## config.mk

```make
export PLATFORM = sky130hd
export DESIGN_NAME = mult_div_unit_flat
export DESIGN_NICKNAME = d
export VERILOG_FILES = /design/src/rtl/mult_div_unit_if.sv /design/src/rtl/mult_div_unit.sv /design/src/flat_wrapper.sv
export SDC_FILE = /design/constraint.sdc
export NUM_CORES = 1
export LEC_CHECK = 0
export CAP_MARGIN = 0
export CORE_MARGIN = 2
export CORE_UTILIZATION = 45
export CTS_CLUSTER_SIZE = 10
export DETAILED_ROUTE_END_ITERATION = 12
export GPL_TIMING_DRIVEN = 1
export PLACE_DENSITY_LB_ADDON = 0.2
export SLEW_MARGIN = 20
export SYNTH_ARGS = -nofsm -noshare
export SYNTH_HDL_FRONTEND = slang
export SYNTH_SLANG_ARGS = --single-unit
```

## constraint.sdc

```tcl
create_clock -name clk -period 5.95 [get_ports clk]
set_clock_uncertainty 0.05 [all_clocks]
set_input_delay 0.8925 -clock clk [delete_from_list [all_inputs] [get_ports clk]]
set_output_delay 0.8925 -clock clk [all_outputs]
set_load 0.01 [all_outputs]
```

## src/rtl/mult_div_unit_if.sv

```systemverilog
// Request/response bundle for mult_div_unit: operands and start in, HI/LO results and status out.
interface mult_div_unit_if;
   logic        start;
   logic        MultOrDiv;
   logic [31:0] a;
   logic [31:0] b;
   logic [31:0] hi;
   logic [31:0] lo;
   logic        busy;
   logic        done;
   logic        Div0;

   modport master (output start, MultOrDiv, a, b, input hi, lo, busy, done, Div0);
   modport slave  (input start, MultOrDiv, a, b, output hi, lo, busy, done, Div0);
endinterface

```

## src/rtl/mult_div_unit.sv

```systemverilog
// Iterative signed multiply (radix-2 Booth) / divide (restoring, on magnitudes) unit
// with MIPS-style HI/LO result registers; 32 iterations per operation.
module mult_div_unit (
   input  logic            clk,
   input  logic            reset,
   mult_div_unit_if.slave  bus
);

   typedef enum logic [1:0] {IDLE, MULT, DIV, FINISH} state_e;

   state_e      state_q, state_d;
   logic [5:0]  cnt_q, cnt_d;
   logic [32:0] acc_q, acc_d;      // Booth partial product high half / division remainder
   logic [31:0] qr_q, qr_d;        // multiplier shifting out / quotient shifting in
   logic        qm1_q, qm1_d;      // Booth q[-1] bit
   logic [31:0] m_q, m_d;          // multiplicand or divisor magnitude
   logic        op_q, op_d;
   logic        neg_quo_q, neg_quo_d;
   logic        neg_rem_q, neg_rem_d;
   logic        dz_q, dz_d;
   logic [31:0] hi_q, hi_d;
   logic [31:0] lo_q, lo_d;
   logic        busy_q, busy_d;
   logic        done_q, done_d;
   logic        div0_q, div0_d;

   logic [32:0] sum;
   logic [32:0] shifted;
   logic [32:0] trial;

   always_comb begin
      // NOTE: every combinational output gets a default first so no path can infer a latch.
      state_d   = state_q;
      cnt_d     = cnt_q;
      acc_d     = acc_q;
      qr_d      = qr_q;
      qm1_d     = qm1_q;
      m_d       = m_q;
      op_d      = op_q;
      neg_quo_d = neg_quo_q;
      neg_rem_d = neg_rem_q;
      dz_d      = dz_q;
      hi_d      = hi_q;
      lo_d      = lo_q;
      busy_d    = busy_q;
      done_d    = 1'b0;
      div0_d    = 1'b0;
      sum       = acc_q;
      shifted   = {acc_q[31:0], qr_q[31]};
      trial     = shifted - {1'b0, m_q};

      case (state_q)
         IDLE: begin
            if (bus.start) begin
               op_d   = bus.MultOrDiv;
               cnt_d  = 6'd0;
               busy_d = 1'b1;
               acc_d  = 33'd0;
               qm1_d  = 1'b0;
               dz_d   = 1'b0;
               if (!bus.MultOrDiv) begin
                  m_d     = bus.a;
                  qr_d    = bus.b;
                  state_d = MULT;
               end else begin
                  m_d       = bus.b[31] ? (~bus.b + 32'd1) : bus.b;
                  qr_d      = bus.a[31] ? (~bus.a + 32'd1) : bus.a;
                  neg_quo_d = bus.a[31] ^ bus.b[31];
                  neg_rem_d = bus.a[31];
                  dz_d      = (bus.b == 32'd0);
                  state_d   = (bus.b == 32'd0) ? FINISH : DIV;
               end
            end
         end
         MULT: begin
            // Multiplicand sign-extended to 33 bits so subtracting -2^31 cannot overflow.
            case ({qr_q[0], qm1_q})
               2'b01:   sum = acc_q + {m_q[31], m_q};
               2'b10:   sum = acc_q - {m_q[31], m_q};
               default: sum = acc_q;
            endcase
            acc_d = {sum[32], sum[32:1]};
            qr_d  = {sum[0], qr_q[31:1]};
            qm1_d = qr_q[0];
            cnt_d = cnt_q + 6'd1;
            if (cnt_q == 6'd31) state_d = FINISH;
         end
         DIV: begin
            // Borrow out of the 33-bit trial subtraction means the divisor did not fit.
            if (!trial[32]) begin
               acc_d = trial;
               qr_d  = {qr_q[30:0], 1'b1};
            end else begin
               acc_d = shifted;
               qr_d  = {qr_q[30:0], 1'b0};
            end
            cnt_d = cnt_q + 6'd1;
            if (cnt_q == 6'd31) state_d = FINISH;
         end
         FINISH: begin
            state_d = IDLE;
            busy_d  = 1'b0;
            done_d  = 1'b1;
            if (dz_q) begin
               div0_d = 1'b1;
            end else if (!op_q) begin
               hi_d = acc_q[31:0];
               lo_d = qr_q;
            end else begin
               lo_d = neg_quo_q ? (~qr_q + 32'd1) : qr_q;
               hi_d = neg_rem_q ? (~acc_q[31:0] + 32'd1) : acc_q[31:0];
            end
         end
         default: state_d = IDLE;
      endcase
   end

   // NOTE: sequential state uses non-blocking assignments only, so every flop samples pre-edge values.
   always_ff @(posedge clk or negedge reset) begin
      if (!reset) begin
         state_q   <= IDLE;
         cnt_q     <= 6'd0;
         acc_q     <= 33'd0;
         qr_q      <= 32'd0;
         qm1_q     <= 1'b0;
         m_q       <= 32'd0;
         op_q      <= 1'b0;
         neg_quo_q <= 1'b0;
         neg_rem_q <= 1'b0;
         dz_q      <= 1'b0;
         hi_q      <= 32'd0;
         lo_q      <= 32'd0;
         busy_q    <= 1'b0;
         done_q    <= 1'b0;
         div0_q    <= 1'b0;
      end else begin
         state_q   <= state_d;
         cnt_q     <= cnt_d;
         acc_q     <= acc_d;
         qr_q      <= qr_d;
         qm1_q     <= qm1_d;
         m_q       <= m_d;
         op_q      <= op_d;
         neg_quo_q <= neg_quo_d;
         neg_rem_q <= neg_rem_d;
         dz_q      <= dz_d;
         hi_q      <= hi_d;
         lo_q      <= lo_d;
         busy_q    <= busy_d;
         done_q    <= done_d;
         div0_q    <= div0_d;
      end
   end

   assign bus.hi   = hi_q;
   assign bus.lo   = lo_q;
   assign bus.busy = busy_q;
   assign bus.done = done_q;
   assign bus.Div0 = div0_q;

endmodule

```

## src/flat_wrapper.sv

```systemverilog
// flat-port wrapper written by rule: the top's interface ports become plain ports
module mult_div_unit_flat 
  (clk, reset, bus_start, bus_MultOrDiv, bus_a, bus_b, bus_hi, bus_lo, bus_busy, bus_done, bus_Div0);
  mult_div_unit_if bus_i ();
  input  logic clk;
  input  logic reset;
  input wire logic [$bits(bus_i.start)-1:0] bus_start;
  input wire logic [$bits(bus_i.MultOrDiv)-1:0] bus_MultOrDiv;
  input wire logic [$bits(bus_i.a)-1:0] bus_a;
  input wire logic [$bits(bus_i.b)-1:0] bus_b;
  output wire logic [$bits(bus_i.hi)-1:0] bus_hi;
  output wire logic [$bits(bus_i.lo)-1:0] bus_lo;
  output wire logic [$bits(bus_i.busy)-1:0] bus_busy;
  output wire logic [$bits(bus_i.done)-1:0] bus_done;
  output wire logic [$bits(bus_i.Div0)-1:0] bus_Div0;
  assign bus_i.start = bus_start;
  assign bus_i.MultOrDiv = bus_MultOrDiv;
  assign bus_i.a = bus_a;
  assign bus_i.b = bus_b;
  assign bus_hi = bus_i.hi;
  assign bus_lo = bus_i.lo;
  assign bus_busy = bus_i.busy;
  assign bus_done = bus_i.done;
  assign bus_Div0 = bus_i.Div0;
  mult_div_unit u_core (.clk(clk), .reset(reset), .bus(bus_i));
endmodule
```

**Word-level counts from Yosys, hierarchy flattened**

Cells that the tools add are included.

- Word-level logic and storage cells: 82
- Memory bits (read-only): 0
- Memory bits (writable): 0
- Memories kept: 0
- Latch bits: 0
- Output and inout port bits: 67
- Register bits after elaboration: 177

- Bitwise gates (word level): 6
- Muxes and demuxes: 30
- Divide/modulo/power cells: 0
- Eq/ne operators: 8
- Reduce and logical (&&, ||, !) cells: 15
- Magnitude comparators: 0
- Add/subtract/negate cells: 8
- Shift-type cells: 0
- $mul: 0

Operators with widths:

| cell | count |
|---|---|
| $mux W32 | 9 |
| $add A32 B1 Y32 const B | 4 |
| $not A32 Y32 | 4 |
| $pmux W33 S3 | 1 |
| $pmux W32 S3 | 1 |
| $mux W33 | 2 |
| $pmux W33 S2 | 1 |
| $add A33 B33 Y33 | 1 |
| $sub A33 B32 Y33 | 1 |
| $sub A33 B33 Y33 | 1 |
| $logic_not A32 Y1 | 1 |
| $reduce_and A2 Y1 | 7 |
| $pmux W6 S2 | 1 |
| $mux W1 | 8 |
| $add A6 B1 Y6 const B | 1 |
| $eq A2 B2 Y1 const B | 3 |
| $eq A6 B5 Y1 const B | 1 |
| $mux W2 | 3 |
| $mux W6 | 1 |
| $pmux W2 S3 | 1 |
| $reduce_bool A2 Y1 | 3 |
| $eq A2 B1 Y1 const B | 2 |
| $pmux W1 S2 | 2 |
| $reduce_and A3 Y1 | 1 |
| other kinds (7) | 7 |

**Logic depth before layout (Yosys ltp)**

- Word-level depth: 6
- Depth in mapped cells: 22
- Gate-level depth less buffers: 20

**Worst setup path after synthesis**

Ideal clock, no wire load.

- Kind: reg2reg
- From: register u_core.qr_q[31]
- To: register u_core.acc_q[22]
- Library setup time: 140 ps
- Buffers on the path: 3
- Data required time: 5,760 ps
- Data arrival time: 4,202 ps
- Setup slack: 1,558 ps
- Cell stages (with the launch flop): 21
- Clock period less this slack: 4,392 ps
- Cell sequence: dfrtp_1 -> inv_1 -> ha_1 -> inv_1 -> fa_1 -> a21oi_1 -> o21ai_0 -> a21oi_1 -> o21ai_0 -> a31oi_1 -> o21ba_2 -> a31oi_1 -> a21o_1 -> a21o_1 -> ha_1 -> clkbuf_1 -> clkbuf_1 -> buf_1 -> nor3b_1 -> a221oi_1 -> o211ai_1

- Cells in the longest elaborated chain, start to end: 3

Ends and longest elaborated chain:

| item | RTL line | source |
|---|---|---|
| from (decl) | mult_div_unit.sv:14 | `logic [31:0] qr_q, qr_d;` |
| from (signal assigned) | mult_div_unit.sv:140 | `qr_q <= qr_d;` |
| $sub A33 B32 Y33 | mult_div_unit.sv:50 | `trial = shifted - {1'b0, m_q};` |
| $mux W33 | mult_div_unit.sv:90 | `if (!trial[32]) begin` |
| $pmux W33 S3 | mult_div_unit.sv:52 | `case (state_q)` |
| to (signal assigned) | mult_div_unit.sv:123 | `acc_q <= 33'd0;` |
| to (signal assigned) | mult_div_unit.sv:139 | `acc_q <= acc_d;` |
| to (decl) | mult_div_unit.sv:13 | `logic [32:0] acc_q, acc_d;` |

Every way passes these cells.
A chain may end at the register's enable or synchronous reset.

**Worst setup path in the final report**

- From: register u_core.qr_q[31]
- To: register u_core.acc_q[29]

Same word-level chain as after synthesis.

==> key figures <==
Outcome
  – Status: finished, final reports clean

Synth
  – Post-Syn Nets: 2069
  – Count of yosys warnings during synthesis: 0
  – Flops & latches, synth: 177
  – Summed instance area of the synthesized netlist: 15070 µm²
  – Synth area leaders: sky130_fd_sc_hd__dfrtp_1 (29%), sky130_fd_sc_hd__o21ai_0 (7.4%), sky130_fd_sc_hd__ha_1 (6.3%), sky130_fd_sc_hd__nand2_1 (6.2%), sky130_fd_sc_hd__xnor2_1 (6.1%)
  – Count of flip-flops with a built-in enable after synthesis: 0
  – Instance count of the mapped netlist: 1923
  – Most used standard cell by instance count after synthesis: sky130_fd_sc_hd__nand2_1
  – Number of distinct library cell variants in the gate-level netlist after synthesis: 74
  – Cell accounting for the most synthesized area: sky130_fd_sc_hd__dfrtp_1
  – Leading post-synthesis cells by instance count: sky130_fd_sc_hd__nand2_1 (249), sky130_fd_sc_hd__o21ai_0 (222), sky130_fd_sc_hd__dfrtp_1 (177)
  – Fraction of synthesized cell area taken by the top area cell type: 0.2938
  – Mean Syn Cell Area: 7.839 µm²
  – Seq/Total Area, Yosys: 0.2938
  – Primary flip-flop cell chosen by synthesis mapping: sky130_fd_sc_hd__dfrtp_1
  – Fraction of registers with async set or reset after synthesis: 1.000

STA
  – Final Cycle Share: 0.8334
  – Min cycle time layout: 4.959 ns
  – Total count of hold-check failures in the final report: 0
  – Final Max Tran Viols: 0
  – Worst rel slew slack: 0.2587
  – Transition at the pin with the smallest max-transition slack: 1.108 ns
  – Number of failing setup endpoints in the final timing report: 0
  – Post-Route Setup TNS: 0 ns
  – Hold slack: 0.3422 ns
  – Achievable clock frequency: 201.7 MHz
  – Unrepaired setup endpoints after global routing: false

Clocking
  – Root buffer selected by CTS: sky130_fd_sc_hd__clkbuf_16
  – CTS clk-pin slew, worst paths: 0.08 ns
  – CTS tree: built
  – Number of buffers on the longest clock path: 2
  – TritonCTS Sinks: 177
  – TritonCTS buffer count: 17
  – Count of hold buffers inserted by post-cts repair: 0
  – Post-CTS Setup Inserts: 0
  – Clock latency on the worst-skew pair: 0.47 ns
  – H-tree depth: 4
  – Quantity of gates resized following cts: 0

Global routing
  – Vias in the first global route: 13.89k
  – Leftover overflow at the end of global routing: 0
  – Global-route wire length before repair: 78.49 mm
  – Pin count of the biggest net entering global routing: 123
  – Antenna violations before repair: 0
  – Global-route total usage across every layer: 0.2839

Detailed routing
  – Iteration-0 DRC count of the detailed router: 1167
  – Overall via count from detail_route: 14.83k
  – Post-route DRC: 0
  – Count of nets left with antenna violations after detail routing: 0
  – Via count normalized by instance count: 6.069
  – Sum of routed wire length over all layers: 49.90 mm
  – Final routed wire length divided by cell count: 20.43 µm
  – Pre-antenna DRT Iters: 10

Pwr
  – Ratio of total power to cell area: 665.0 nW/µm²
  – Worst voltage drop across the vdd grid: 0.3615 mV
  – Total leakage power: 7.310 nW

Die
  – Die extent in x: 187.0 µm
  – Area of the core: 33280 µm²
  – Placement Rows: 67
  – Die H: 187.0 µm
  – Floorplan die area: 34980 µm²
  – Initial core utilization: 0.4529
  – Top Ports: 135

Placed design
  – Routability congestion estimate from global placement: 1.008
  – Total half-perimeter wirelength after legalization and detailed placement: 37.72 mm
  – Number of buffers added on ports: 134
  – Dpl cell area: 16720 µm²

Setup path
  – Crit path required time: 6.23 ns
  – Type of origin of the critical path: flop
  – CP Class: reg2reg
  – Endpoint arrival time on the critical path: 5.24 ns
  – Maximum fanout along the worst path: 24
  – Depth of the most critical reg-to-reg path: 21
  – Type of destination of the critical path: flop

Run
  – Max-cap viol count: 0

Final layout
  – Layout Cell Area excl Fill: 17340 µm²
  – Final #Nets: 2129
  – Filler cells: 3293
  – Fraction of layout cells with a size suffix above 1: 0.04361
  – Antenna diodes: 0
  – Area Overhead vs Synth: 15.02%

Worst hold path
  – Hold Crit Class: in2async
==> logic make-up (layout without fill, tap and decap cells) <==
| logic type | after synthesis | after routing | share of synthesized area |
|---|---|---|---|
| AND/OR/NAND/NOR | 597 | 597 | 0.1819 |
| adder cells (fa/ha/maj) | 78 | 78 | 0.06574 |
| XOR/XNOR | 188 | 188 | 0.1092 |
| buffers and inverters | 192 | 264 | 0.04806 |
| multiplexers | 37 | 37 | 0.02573 |
| flip-flops | 177 | 177 | 0.2938 |
| AO/OA/AOI/OAI | 654 | 654 | 0.2756 |
==> routing by layer <==
metal | part of all wire | wire length [µm] | track usage
met1 | 0.44 | 21750 | 0.3763
met2 | 0.46 | 23160 | 0.4604
met3 | 0.059 | 2956 | 0.03921
met4 | 0.041 | 2032 | 0.1310
met5 | 0 | 0 | 0
==> registers in the layout (all words and copies together), names as in the netlist <==
signal	flops
u_core.bus.Div0	1
u_core.acc_q	33
u_core.cnt_q	6
u_core.dz_q	1
u_core.m_q	32
u_core.qm1_q	1
u_core.state_q	2
u_core.bus.busy	1
u_core.bus.hi	32
u_core.neg_rem_q	1
u_core.bus.lo	32
u_core.bus.done	1
u_core.op_q	1
u_core.neg_quo_q	1
u_core.qr_q	32
==> path summary, 6_finish.rpt <==
check,slack (ns),to,start
max,0.99,u_core.acc_q[29],u_core.qr_q[31]
min,0.34,u_core.cnt_q[1],reset
max reg2reg,0.99,u_core.acc_q[29],u_core.qr_q[31]
min reg2reg,0.43,u_core.bus.hi[15],u_core.bus.hi[15]
max in group asynchronous,4.28,u_core.acc_q[14],reset
min in group clk,0.43,u_core.bus.hi[15],u_core.bus.hi[15]
==> power by group <==
group	leakage [nW]	internal, mW	switching, mW
clock	0.280	0.660	0.520
sequential	2.30	1.72	0.772
combinational	4.73	3.12	4.74
==> through the flow <==
stage	instances	setup WS, ns	total power, mW	utilization
2_1_floorplan	1923	1.558	7.855	-
3_3_place_gp	2411	1.205	10.13	0.5023
3_5_place_dp	2411	1.097	10.22	0.5023
4_1_cts	2442	1.039	11.44	0.5200
5_1_grt	2443	0.6989	12.48	0.5210
6_report	2443	0.9910	11.53	0.5210
==> cells in the final DEF, fill, tap and decap left out, types with 38 or more instances in the layout <==
cell type and n:
sky130_fd_sc_hd__inv_1 75, sky130_fd_sc_hd__clkdlybuf4s50_1 132, sky130_fd_sc_hd__a21o_1 38, sky130_fd_sc_hd__dfrtp_1 177
sky130_fd_sc_hd__ha_1 75, sky130_fd_sc_hd__nor2_1 156, sky130_fd_sc_hd__xnor2_1 105, sky130_fd_sc_hd__xor2_1 83
sky130_fd_sc_hd__nand2_1 248, sky130_fd_sc_hd__o21ai_0 222, sky130_fd_sc_hd__a21oi_1 147
==> worst max-delay path, cell delays in order (launching register included) <==
cell                       delay (ns)
sky130_fd_sc_hd__dfrtp_1         0.42
sky130_fd_sc_hd__inv_1           0.10
sky130_fd_sc_hd__ha_1            0.16
sky130_fd_sc_hd__inv_1           0.05
sky130_fd_sc_hd__fa_1            0.41
sky130_fd_sc_hd__a21oi_1         0.21
sky130_fd_sc_hd__o21ai_0         0.12
sky130_fd_sc_hd__a21oi_1         0.28
sky130_fd_sc_hd__o21ai_0         0.27
sky130_fd_sc_hd__a31oi_1         0.25
sky130_fd_sc_hd__buf_4           0.18
sky130_fd_sc_hd__o21ba_2         0.16
sky130_fd_sc_hd__a31oi_1         0.12
sky130_fd_sc_hd__a21o_1          0.21
sky130_fd_sc_hd__a21o_1          0.17
sky130_fd_sc_hd__ha_1            0.29
sky130_fd_sc_hd__buf_4           0.24
sky130_fd_sc_hd__and2_1          0.24
sky130_fd_sc_hd__nand2_1         0.36
sky130_fd_sc_hd__o21ai_0         0.16
sky130_fd_sc_hd__a221oi_1        0.23
sky130_fd_sc_hd__o211ai_1        0.13
==> area by class of cell <==
| type | instances | area [µm²] | share of cell area |
|---|---|---|---|
| repair buffers | 157 | 1533 | 0.08840 |
| multi-input cells | 1554 | 9941 | 0.5733 |
| inverters | 76 | 285.3 | 0.01645 |
| well taps | 448 | 560.5 | 0.03233 |
| clock buffers | 19 | 432.9 | 0.02497 |
| clock inverters | 12 | 157.7 | 0.009092 |
| flip-flops and latches | 177 | 4429 | 0.2554 |
No activity file was read; power rests on OpenSTA's default activity.
